### src/rtl/dap_swj_seq_ctrl_pkg.sv
// Shared constants and helpers for the SWJ sequence controller.
package dap_swj_seq_ctrl_pkg;

    // Engine opcode for a raw SWJ bit sequence (cmd[15:12]).
    localparam logic [3:0] SEQ_CMD_SWJ_SEQ = 4'h2;
    // Engine data width: maximum bits carried by one tx FIFO entry.
    localparam int SEQ_CHUNK_BITS = 64;

    typedef enum logic [2:0] {
        ST_IDLE  = 3'd0,
        ST_LOAD  = 3'd1,
        ST_PUSH  = 3'd2,
        ST_DRAIN = 3'd3,
        ST_DONE  = 3'd4
    } seq_state_t;

    // Bits in the next chunk: min(64, remaining).
    function automatic logic [6:0] chunk_of(input logic [8:0] remaining);
        return (remaining >= 9'd64) ? 7'd64 : remaining[6:0];
    endfunction

    // Bytes needed to carry a chunk: ceil(chunk/8), 1..8.
    function automatic logic [3:0] nbytes_of(input logic [6:0] chunk);
        logic [7:0] w_sum;
        w_sum = {1'b0, chunk} + 8'd7;
        return w_sum[6:3];
    endfunction

    function automatic logic [15:0] swj_cmd(input logic [6:0] chunk);
        return {SEQ_CMD_SWJ_SEQ, 4'h0, 1'b0, chunk};
    endfunction

endpackage

### src/rtl/dap_swj_seq_ctrl_rx_drain.sv
// Response side: pops the engine rx FIFO, tracks chunks in flight, merges flags.
module dap_seq_rx_drain
    import dap_swj_seq_ctrl_pkg::*;
(
    input  logic        clk,
    input  logic        resetn,
    input  logic        i_en,
    input  logic        i_tx_strobe,
    input  logic        i_err_clr,
    input  logic        i_rx_valid,
    input  logic [15:0] i_rx_flag,
    output logic        o_rx_nxt,
    output logic [2:0]  o_outstanding,
    output logic        o_err
);

    logic       r_rx_hold;
    logic [2:0] r_outstanding;
    logic       r_err;
    logic       w_rx_nxt;

    // The FIFO empty flag lags the read strobe by a cycle, so every strobe
    // is followed by one blanked cycle.
    assign w_rx_nxt = i_en && i_rx_valid && !r_rx_hold;

    // Hold, in-flight count (saturating at 0) and sticky error flag.
    always_ff @(posedge clk or negedge resetn) begin
        if (!resetn) begin
            r_rx_hold     <= 1'b0;
            r_outstanding <= 3'd0;
            r_err         <= 1'b0;
        end else begin
            r_rx_hold <= w_rx_nxt;
            if (i_tx_strobe && !w_rx_nxt)
                r_outstanding <= r_outstanding + 3'd1;
            else if (!i_tx_strobe && w_rx_nxt && (r_outstanding != 3'd0))
                r_outstanding <= r_outstanding - 3'd1;
            r_err <= (r_err && !i_err_clr) || (w_rx_nxt && (i_rx_flag != 16'd0));
        end
    end

    assign o_rx_nxt      = w_rx_nxt;
    assign o_outstanding = r_outstanding;
    assign o_err         = r_err;

endmodule

### src/rtl/dap_swj_seq_ctrl.sv
// Executes one DAP_SWJ_Sequence request: packs bytes into <=64-bit chunks,
// writes them to the sequence engine and waits for every response.
//
// state | meaning
// IDLE  | waiting for a request
// LOAD  | collecting the bytes of the current chunk
// PUSH  | chunk ready, strobing it into the engine tx FIFO
// DRAIN | all chunks sent, waiting for outstanding responses
// DONE  | one-cycle completion pulse
module dap_swj_seq_ctrl
    import dap_swj_seq_ctrl_pkg::*;
#(
    parameter int CHUNK_BITS = SEQ_CHUNK_BITS
) (
    input  logic                  clk,
    input  logic                  resetn,
    input  logic                  req_valid,
    output logic                  req_ready,
    input  logic [7:0]            req_count,
    input  logic                  data_valid,
    output logic                  data_ready,
    input  logic [7:0]            data_byte,
    output logic                  done_valid,
    output logic                  done_status,
    output logic                  seq_tx_valid,
    output logic [15:0]           seq_tx_cmd,
    output logic [CHUNK_BITS-1:0] seq_tx_data,
    input  logic                  seq_tx_full,
    input  logic                  seq_rx_valid,
    output logic                  seq_rx_nxt,
    input  logic [15:0]           seq_rx_flag,
    input  logic [CHUNK_BITS-1:0] seq_rx_data
);

    seq_state_t            r_state, w_state_nxt;
    logic                  r_run;
    logic [8:0]            r_remaining;
    logic [3:0]            r_byte_idx;
    logic [15:0]           r_tx_cmd;
    logic [CHUNK_BITS-1:0] r_tx_data;

    logic [6:0] w_chunk;
    logic [3:0] w_nbytes;
    logic [8:0] w_rem_after;
    logic       w_accept, w_byte_take, w_last_byte;
    logic       w_req_ready, w_data_ready, w_tx_valid, w_done;
    logic [2:0] w_outstanding;
    logic       w_err;
    logic       w_unused_rx;

    assign w_chunk     = chunk_of(r_remaining);
    assign w_nbytes    = nbytes_of(w_chunk);
    assign w_rem_after = r_remaining - {2'b00, w_chunk};
    assign w_accept    = w_req_ready && req_valid;
    assign w_byte_take = w_data_ready && data_valid;
    assign w_last_byte = (r_byte_idx == (w_nbytes - 4'd1));
    assign w_unused_rx = ^seq_rx_data;

    // State register.
    always_ff @(posedge clk or negedge resetn) begin
        if (!resetn) r_state <= ST_IDLE;
        else         r_state <= w_state_nxt;
    end

    // Next-state and handshake outputs.
    always_comb begin
        w_state_nxt  = r_state;
        w_req_ready  = 1'b0;
        w_data_ready = 1'b0;
        w_tx_valid   = 1'b0;
        w_done       = 1'b0;
        case (r_state)
            ST_IDLE: begin
                w_req_ready = r_run;
                if (r_run && req_valid) w_state_nxt = ST_LOAD;
            end
            ST_LOAD: begin
                w_data_ready = 1'b1;
                if (data_valid && w_last_byte) w_state_nxt = ST_PUSH;
            end
            ST_PUSH: begin
                if (!seq_tx_full) begin
                    w_tx_valid  = 1'b1;
                    w_state_nxt = (w_rem_after != 9'd0) ? ST_LOAD : ST_DRAIN;
                end
            end
            ST_DRAIN: begin
                if (w_outstanding == 3'd0) w_state_nxt = ST_DONE;
            end
            ST_DONE: begin
                w_done      = 1'b1;
                w_state_nxt = ST_IDLE;
            end
            default: w_state_nxt = ST_IDLE;
        endcase
    end

    // Request length, byte packing and registered engine command.
    always_ff @(posedge clk or negedge resetn) begin
        if (!resetn) begin
            r_run       <= 1'b0;
            r_remaining <= 9'd0;
            r_byte_idx  <= 4'd0;
            r_tx_cmd    <= 16'd0;
            r_tx_data   <= '0;
        end else begin
            r_run <= 1'b1;
            if (w_accept) begin
                r_remaining <= (req_count == 8'd0) ? 9'd256 : {1'b0, req_count};
                r_byte_idx  <= 4'd0;
                r_tx_data   <= '0;
            end
            if (w_byte_take) begin
                r_tx_data[{r_byte_idx[2:0], 3'b000} +: 8] <= data_byte;
                r_byte_idx <= r_byte_idx + 4'd1;
                if (w_last_byte) r_tx_cmd <= swj_cmd(w_chunk);
            end
            if (w_tx_valid) begin
                r_remaining <= w_rem_after;
                r_byte_idx  <= 4'd0;
                r_tx_data   <= '0;
            end
        end
    end

    dap_seq_rx_drain u_rx_drain (
        .clk           (clk),
        .resetn        (resetn),
        .i_en          (r_run),
        .i_tx_strobe   (w_tx_valid),
        .i_err_clr     (w_accept),
        .i_rx_valid    (seq_rx_valid),
        .i_rx_flag     (seq_rx_flag),
        .o_rx_nxt      (seq_rx_nxt),
        .o_outstanding (w_outstanding),
        .o_err         (w_err)
    );

    assign req_ready    = w_req_ready;
    assign data_ready   = w_data_ready;
    assign seq_tx_valid = w_tx_valid;
    assign seq_tx_cmd   = r_tx_cmd;
    assign seq_tx_data  = r_tx_data;
    assign done_valid   = w_done;
    assign done_status  = w_done && w_err;

endmodule

### config.mk
export PLATFORM = sky130hd
export DESIGN_NAME = dap_swj_seq_ctrl
export DESIGN_NICKNAME = d
export VERILOG_FILES = /design/src/rtl/dap_swj_seq_ctrl_pkg.sv /design/src/rtl/dap_swj_seq_ctrl_rx_drain.sv /design/src/rtl/dap_swj_seq_ctrl.sv
export SDC_FILE = /design/constraint.sdc
export NUM_CORES = 1
export LEC_CHECK = 0
export ABC_CLOCK_PERIOD_IN_PS = 6100
export CORE_MARGIN = 4
export CORE_UTILIZATION = 48
export DETAILED_ROUTE_END_ITERATION = 12
export GPL_TIMING_DRIVEN = 0
export HOLD_SLACK_MARGIN = 0.03
export PLACE_DENSITY = 0.95
export REMOVE_ABC_BUFFERS = 1
export SYNTH_ARGS = -nofsm -noshare
export SYNTH_HDL_FRONTEND = slang
export SYNTH_SLANG_ARGS = --single-unit
### constraint.sdc
create_clock -name clk -period 6.1 [get_ports clk]
set_input_delay 1.22 -clock clk [delete_from_list [all_inputs] [get_ports clk]]
set_output_delay 1.22 -clock clk [all_outputs]
set_load 0.1 [all_outputs]
After elaboration in Yosys (flattened, before gate mapping)
Index checks and enable logic that the tools add are counted.
{"block": "word_totals", "reg_bits": 94, "latch_bits": 0, "mem_bits_rw": 0, "mem_bits_ro": 0, "input_bits": 102, "output_inout_bits": 86, "memories": 0}
{"block": "op_classes", "addsub": 7, "n_mul": 0, "n_div": 0, "magnitude_cmp": 1, "eq_ne": 9, "shift": 2, "muxes": 24, "bitwise": 0, "n_reduce_logical": 28}
{"op": "$mux 64", "count": 3}
{"op": "$bwmux 64", "count": 1}
{"op": "$shift 8x8->64 const A", "count": 1}
{"op": "$shiftx 8x8->64", "count": 1}
{"op": "$mux 9", "count": 3}
{"op": "$mux 3", "count": 6}
{"op": "$reduce_bool 16->1", "count": 1}
{"op": "$logic_and 1x1->1", "count": 12}
{"op": "$mux 4", "count": 3}
{"op": "$pmux 3 s4", "count": 1}
{"op": "$ge 9x7->1 const B", "count": 1}
{"op": "$reduce_bool 9->1", "count": 1}
{"op": "$sub 9x7->9", "count": 1}
{"op": "$logic_not 8->1", "count": 1}
{"op": "$ne 2x2->1 const B", "count": 4}
{"op": "$neg 6->8", "count": 1}
{"op": "$add 7x3->7 const B", "count": 1}
{"op": "$mux 7", "count": 1}
{"op": "$eq 3x2->1 const B", "count": 2}
{"op": "$logic_not 3->1", "count": 2}
{"op": "$reduce_bool 3->1", "count": 2}
{"op": "$mux 1", "count": 5}
{"op": "$add 4x1->4 const B", "count": 1}
{"op": "$eq 4x4->1", "count": 1}
{"op": "11 further kinds", "count": 15}

Longest topological paths before layout
{"block": "depth", "word_depth": 8, "depth_mapped": 11}

By module
A second synthesis with hierarchy kept.
{"block": "unflattened", "cells_unflattened": 528, "hier_area_um2": 4754.6}
{"mod": "dap_swj_seq_ctrl", "instances": 1, "cells_each": 493, "area_per_inst_um2": 4389.2, "seq_area_each_um2": 2227.1}
{"mod": "dap_seq_rx_drain", "instances": 1, "cells_each": 35, "area_per_inst_um2": 365.4, "seq_area_each_um2": 125.1}

Worst setup path before layout
Ideal clock, no wire load.
{"block": "synth_path", "path_kind": "flip-flop to flip-flop", "startpoint": "register r_state[1]", "endpoint": "register r_tx_data[35] (netlist: seq_tx_data[35])", "arrival_time_ns": 4.923, "path_slack_ns": 1.041, "stages_incl_launch_ff": 8, "path_buffers": 3, "period_less_slack_ns": 5.059, "path_cell_list": "dfrtp_1 -> clkbuf_1 -> nor4b_1 -> nand2_1 -> clkbuf_1 -> clkbuf_1 -> nand3_1 -> a21oi_1"}
{"block": "synth_between", "elab_chain_cells": 7, "word_cells_on_any_way": 12, "classes_between": "eq/ne (2); mux (7); reduce/logical (3)"}
{"item": "from (decl)", "line": "dap_swj_seq_ctrl.sv:35", "text": "seq_state_t r_state, w_state_nxt;"}
{"item": "from (signal assigned)", "line": "dap_swj_seq_ctrl.sv:62", "text": "else r_state <= w_state_nxt;"}
{"item": "$logic_not 3->1 *", "line": "dap_swj_seq_ctrl.sv:72", "text": "case (r_state)"}
{"item": "$mux 1 *", "line": "dap_swj_seq_ctrl.sv:72"}
{"item": "via req_ready", "line": "dap_swj_seq_ctrl.sv:18", "text": "output logic req_ready,"}
{"item": "$logic_and 1x1->1 *", "line": "dap_swj_seq_ctrl.sv:54", "text": "assign w_accept = w_req_ready && req_valid;"}
{"item": "$mux 64 *", "line": "dap_swj_seq_ctrl.sv:108", "text": "if (w_accept) begin"}
{"item": "$bwmux 64", "line": "dap_swj_seq_ctrl.sv:114", "text": "r_tx_data[{r_byte_idx[2:0], 3'b000} +: 8] <= data_byte;"}
{"item": "$mux 64 *", "line": "dap_swj_seq_ctrl.sv:113", "text": "if (w_byte_take) begin"}
{"item": "$mux 64 *", "line": "dap_swj_seq_ctrl.sv:118", "text": "if (w_tx_valid) begin"}
{"item": "to (signal, indexed assignment)", "line": "dap_swj_seq_ctrl.sv:114"}
{"item": "to (decl)", "line": "dap_swj_seq_ctrl.sv:40", "text": "logic [CHUNK_BITS-1:0] r_tx_data;"}
The timed path passes the listed nets; every way through them passes the cells marked *.
A chain may end at the register's enable or synchronous reset.

Final worst setup path
{"block": "layout_path", "startpoint": "input port seq_tx_full", "endpoint": "output port seq_tx_valid"}
{"block": "layout_between", "elab_chain_cells": 2}
{"item": "from (decl)", "line": "dap_swj_seq_ctrl.sv:28", "text": "input logic seq_tx_full,"}
{"item": "$mux 1", "line": "dap_swj_seq_ctrl.sv:82", "text": "if (!seq_tx_full) begin"}
{"item": "$mux 1", "line": "dap_swj_seq_ctrl.sv:72"}
{"item": "to (decl)", "line": "dap_swj_seq_ctrl.sv:25", "text": "output logic seq_tx_valid,"}
Every way passes these cells.

==> metrics <==
outcome=finished clean; crit path DAT=4.49 ns; final worst slack=0.386 ns; worst min path class=flip-flop to flip-flop; gr busiest metal=met2; max cap viols=0; max_slew headroom=0.221; FFs w/ async S/R, synth=1.00; dpl hpwl=9720 um; #FFs+latches synth=94; die width=110 um; register area share after synthesis=0.474; Core Rows=36; critical path capture point type=primary output; area grow syn2layout=26.3%; met2 Resource Use GR=0.373; highest clock rate=175 MHz; DRC violation total after the first TritonRoute iteration=518; clk sinks=94; Clock Pin Slew Worst Setup and Hold Paths=0.09 ns; Inserted Clock Buffers=9; post-detailed-route count of antenna-violating nets=0; Yosys warning count=0; Cells after Synth=563; max-slew violations=0; top cells by area, synth=dfrtp_1 47%, a21oi_1 7.6%, nand3_1 7.1%, nand2_1 6.5%, clkbuf_1 2.5%; Initial Util=0.501; clk buf depth=2; CP Max Fanout=69; period utilization=0.937; unrepaired setup endpoints after global routing=false; post-cts resize count=0; pre-CTS WS=0.422 ns; die height=110 um; crit path kind=input pin to primary output; R2R setup slack=2.65 ns; # IOs=188; GP Congestion=0.828; port bufs=115; Mean Syn Cell Area=8.81 um^2; CTS tree=built; post-CTS setup buffer count=0; Worst Max-Slew Pin Slew=1.17 ns; antenna violations before repair=0; Pre-antenna DRT Iters=5; DR DRC count=0; first-pass GRT wire length=21500 um; slowest CP cell=clkdlybuf4s50_1; largest area contributor in the netlist=dfrtp_1; wirelength, routed=13600 um; Top FF cell, synth=dfrtp_1; Setup violations, final=0; vias in the first global route=4368; Fin. Hold Viols=0; crit path cell chain=clkdlybuf4s50_1 > or3_1 > inv_2 > clkdlybuf4s50_1; pin count of the biggest net entering global routing=70; startpoint types=input pin; Crit path largest cell delay=1.31 ns; Unique masters post-synth=63; Synth top area share=0.474; routed len/inst=17.4 um; most frequent cell on the critical path=clkdlybuf4s50_1; total track usage=0.230; core footprint=0.00991 mm^2; met1 usage=0.295; CTS Root Cell=clkbuf_8; final instance area=0.00627 mm^2; vias=4605; EDFF count, synth=0; clk_lat worst skew=0.38 ns; Worst EP required=4.88 ns; layout cells sized above 1=0.0556; H-Tree Depth=3; FILL cells=793; die area=0.0120 mm^2; Final Net Count=751; Overflow after GRT=0; M3 GR Usage=0.0423; Hold-fix buffers, CTS=0; diodes inserted=0; Worst Clk Skew=0.0164 ns; Final min period=5.71 ns; Via density=5.90; Post-Syn Area=0.00496 mm^2; placed cell area=0.00608 mm^2
flip-flops by register name (all words and copies together) (netlist names):
name,cells
r_byte_idx,4
r_remaining,9
r_run,1
r_state,3
seq_tx_cmd,8
seq_tx_data,64
u_rx_drain.o_err,1
u_rx_drain.o_outstanding,3
u_rx_drain.r_rx_hold,1
Yosys cell counts, drive strengths merged (2+ instances only):
cell type   n
dfrtp      94
nand2      86
a21oi      75
nand3      70
clkbuf     33
buf        23
o21ai      19
nor2       18
inv        14
nor3       12
mux2i      10
nand4       9
nor4        7
and2        6
nand2b      6
ha          5
or2         5
or3         5
a22o        4
a22oi       4
a31oi       4
and3        4
nand3b      4
nor2b       4
or4         4
xor2        4
o31ai       3
xnor2       3
a211o       2
a21o        2
conb        2
o211ai      2
o311ai      2
worst paths after layout:
path	start	to	cells after the start
worst max-delay path	seq_tx_full	seq_tx_valid	4
worst min-delay path	seq_tx_cmd[13]	seq_tx_cmd[13]	1
worst max register to register	r_state[2]	u_rx_drain.o_outstanding[2]	7
worst min register to register	seq_tx_cmd[13]	seq_tx_cmd[13]	1
max in group asynchronous	resetn	r_state[1]	2
min in group asynchronous	resetn	seq_tx_data[50]	1
stage by stage:
step / TNS (ns) / utilization / instances / hold slack [ns]
finish: 0 / 0.632 / 781 / 0.478
global route: 0 / 0.632 / 781 / 0.524
CTS: 0 / 0.632 / 781 / 0.478
detailed placement: 0 / 0.614 / 765 / 0.456
global placement: 0 / 0.609 / 763 / 0.453
floorplan: -28.05 / - / 515 / 0.465
kinds of logic (layout without fill, tap and decap cells):
logic type                 after synthesis  in the layout  share of synthesized area
AOI/OAI and AO/OA                      127            127                      0.156
DFF                                     94             94                      0.474
muxes                                   11             11                     0.0232
adders and majority gates                6              6                     0.0166
other                                    2             10                    0.00151
and+or+nand+nor                        246            246                      0.251
xor gates and xnor gates                 7              7                     0.0124
buffers and inverters                   70            147                     0.0653
layer usage:
| metal | vias to the layer above | wire length [um] |
|---|---|---|
| li1 | 2110 | - |
| met4 | 0 | 443 |
| met3 | 41 | 1030 |
| met5 | - | 0 |
| met1 | 2232 | 5280 |
| met2 | 222 | 6800 |
cell usage in the layout (no fill, tap or decap), types with 13 or more instances in the layout:
cell type        netlist  final
a21oi_1               75     75
clkdlybuf4s50_1        0    114
dfrtp_1               94     94
inv_1                 13     13
nand2_1               86     85
nand3_1               70     70
nor2_1                18     18
o21ai_0               15     15
final cells by class:
type | count | area [um^2] | area share
multi-input combinational | 407 | 2320 | 0.370
timing repair buffer | 117 | 1200 | 0.191
inverter | 14 | 52.6 | 0.00838
tap | 133 | 166 | 0.0266
clock inverter | 7 | 58.8 | 0.00938
sequential | 94 | 2350 | 0.375
clock buffer | 9 | 124 | 0.0198
worst max-delay path: cells and delay by family:
| family | cells | cell delay, ns |
|---|---|---|
| AND/OR/NAND/NOR | 1 | 0.56 |
| buffers and inverters | 3 | 2.66 |
Power is left out: the tool's default activity adds up to more than one toggle a clock period on the data nets, which glitch-free logic cannot reach.
==> edit: new RTL, same flow settings <==
The package constant `SEQ_CHUNK_BITS` goes from 64 to 60.
--- a/src/rtl/dap_swj_seq_ctrl_pkg.sv
+++ b/src/rtl/dap_swj_seq_ctrl_pkg.sv
@@ -4,7 +4,7 @@
     // Engine opcode for a raw SWJ bit sequence (cmd[15:12]).
     localparam logic [3:0] SEQ_CMD_SWJ_SEQ = 4'h2;
     // Engine data width: maximum bits carried by one tx FIFO entry.
-    localparam int SEQ_CHUNK_BITS = 64;
+    localparam int SEQ_CHUNK_BITS = 60;
 
     typedef enum logic [2:0] {
         ST_IDLE  = 3'd0,
Ports: changed (resized seq_rx_data and seq_tx_data); port bits go from 188 to 180. No check against the original RTL was run, so the function may have changed too.
==> edit against the original RTL <==
Via count decreased by 10%; wire length decreased by 11%; final area decreased by 7.4%; worst hold slack improved by 0.00096 ns; largest cell class unchanged; highest routed layer unchanged; fmax up 21%; critical path depth is the same; synthesized area down 10%; worst setup slack better by 0.97 ns; sequential cell count is 4 lower; register-to-register slack worse by 0.24 ns; critical endpoint unchanged.
==> edit: results (changes against the original RTL) <==
Synth
The register area share after synthesis is 50.48% (was 47.41%). The synthesized-area fraction occupied by adder cells is 1.851% (was 1.665%). The fraction of the mapped netlist area in compound gates is 15.79% (was 15.61%).

The mean post-synth cell area is 8.835 µm² (was 8.812 µm²). The multiplexer share of the synthesized area was 0.7291% (was 2.320%). The fraction of synthesized cell area in xor and xnor cells is 1.767% (was 1.236%). Leading cell types by count after synthesis: sky130_fd_sc_hd__dfrtp_1, sky130_fd_sc_hd__nand2_1, sky130_fd_sc_hd__a21oi_1, sky130_fd_sc_hd__nand3_1, sky130_fd_sc_hd__clkbuf_1 (was sky130_fd_sc_hd__dfrtp_1, sky130_fd_sc_hd__nand2_1, sky130_fd_sc_hd__a21oi_1). The distinct cell type count after synthesis is 54 (was 63).

Finish
The utilization after layout is 65.30% (was 63.24%). The final net count is 698 (was 751). The total of fill cells in the finished design is 723 (was 793).

The ratio of cells with drive above 1 in the final layout was 4.682% (was 5.556%).

Timing
The actual transition at the worst max-transition pin is 1.340 ns (was 1.169 ns). The worst setup skew after layout is 0.007260 ns (was 0.01642 ns).

Outcome
Status: complete, no violations (unchanged).

Route
The overall routed net length is 12.11 mm (was 13.56 mm). The average via count per standard cell is 5.856 (was 5.896). The violation count after the first detailed-route iteration was 403 (was 518).

Global routing
The number of global-route vias before repair was 4081 (was 4368).

Place
The post-detailed-placement cell area is 0.005590 mm² (was 0.006085 mm²). The count of placed standard cells including taps is 691 (was 765). The count of buffers inserted at the top-level ports came to 111 (was 115). The placer's final routability congestion estimate is 0.9253 (was 0.8280). The placed wire-length estimate is 8.680 mm (was 9.722 mm).

Setup path
The worst reg2reg path endpoint is seq_tx_cmd[6] (was u_rx_drain.o_outstanding[2]). The register-to-register setup slack is 2.41 ns (was 2.65 ns). The worst-path maximum fanout is 7 (was 69). The critical register-to-register path startpoint is r_remaining[6] (was r_state[2]).

The depth of the worst register-to-register path was 9 (was 7).

CTS
The clock network latency to the later pin of the worst-skew pair came to 0.35 ns (was 0.38 ns).
edit: report_power, final:
| group | total [W] | switching [W] | internal [W] |
|---|---|---|---|
| combinational | 0.00201 | 0.00150 | 0.000511 |
| clock | 0.000440 | 0.000210 | 0.000230 |
| sequential | 0.000966 | 0.000191 | 0.000775 |
edit: logic make-up (layout without fill, tap and decap cells):
family / after synthesis / after routing
AND/OR/NAND/NOR: 221 / 221
buffers and inverters: 57 / 142
AO/OA/AOI/OAI: 117 / 117
XOR/XNOR: 9 / 9
adder cells (fa/ha/maj): 6 / 6
flip-flops: 90 / 90
multiplexers: 3 / 3
other: 2 / 10
edit: layout make-up:
type | count | share of cell area (%)
inverter | 13 | 0.8405
sequential | 90 | 38.79
tap | 108 | 2.328
clock buffer | 9 | 2.134
timing repair buffer | 114 | 20.26
multi-input combinational | 366 | 34.07
clock inverter | 6 | 1.573
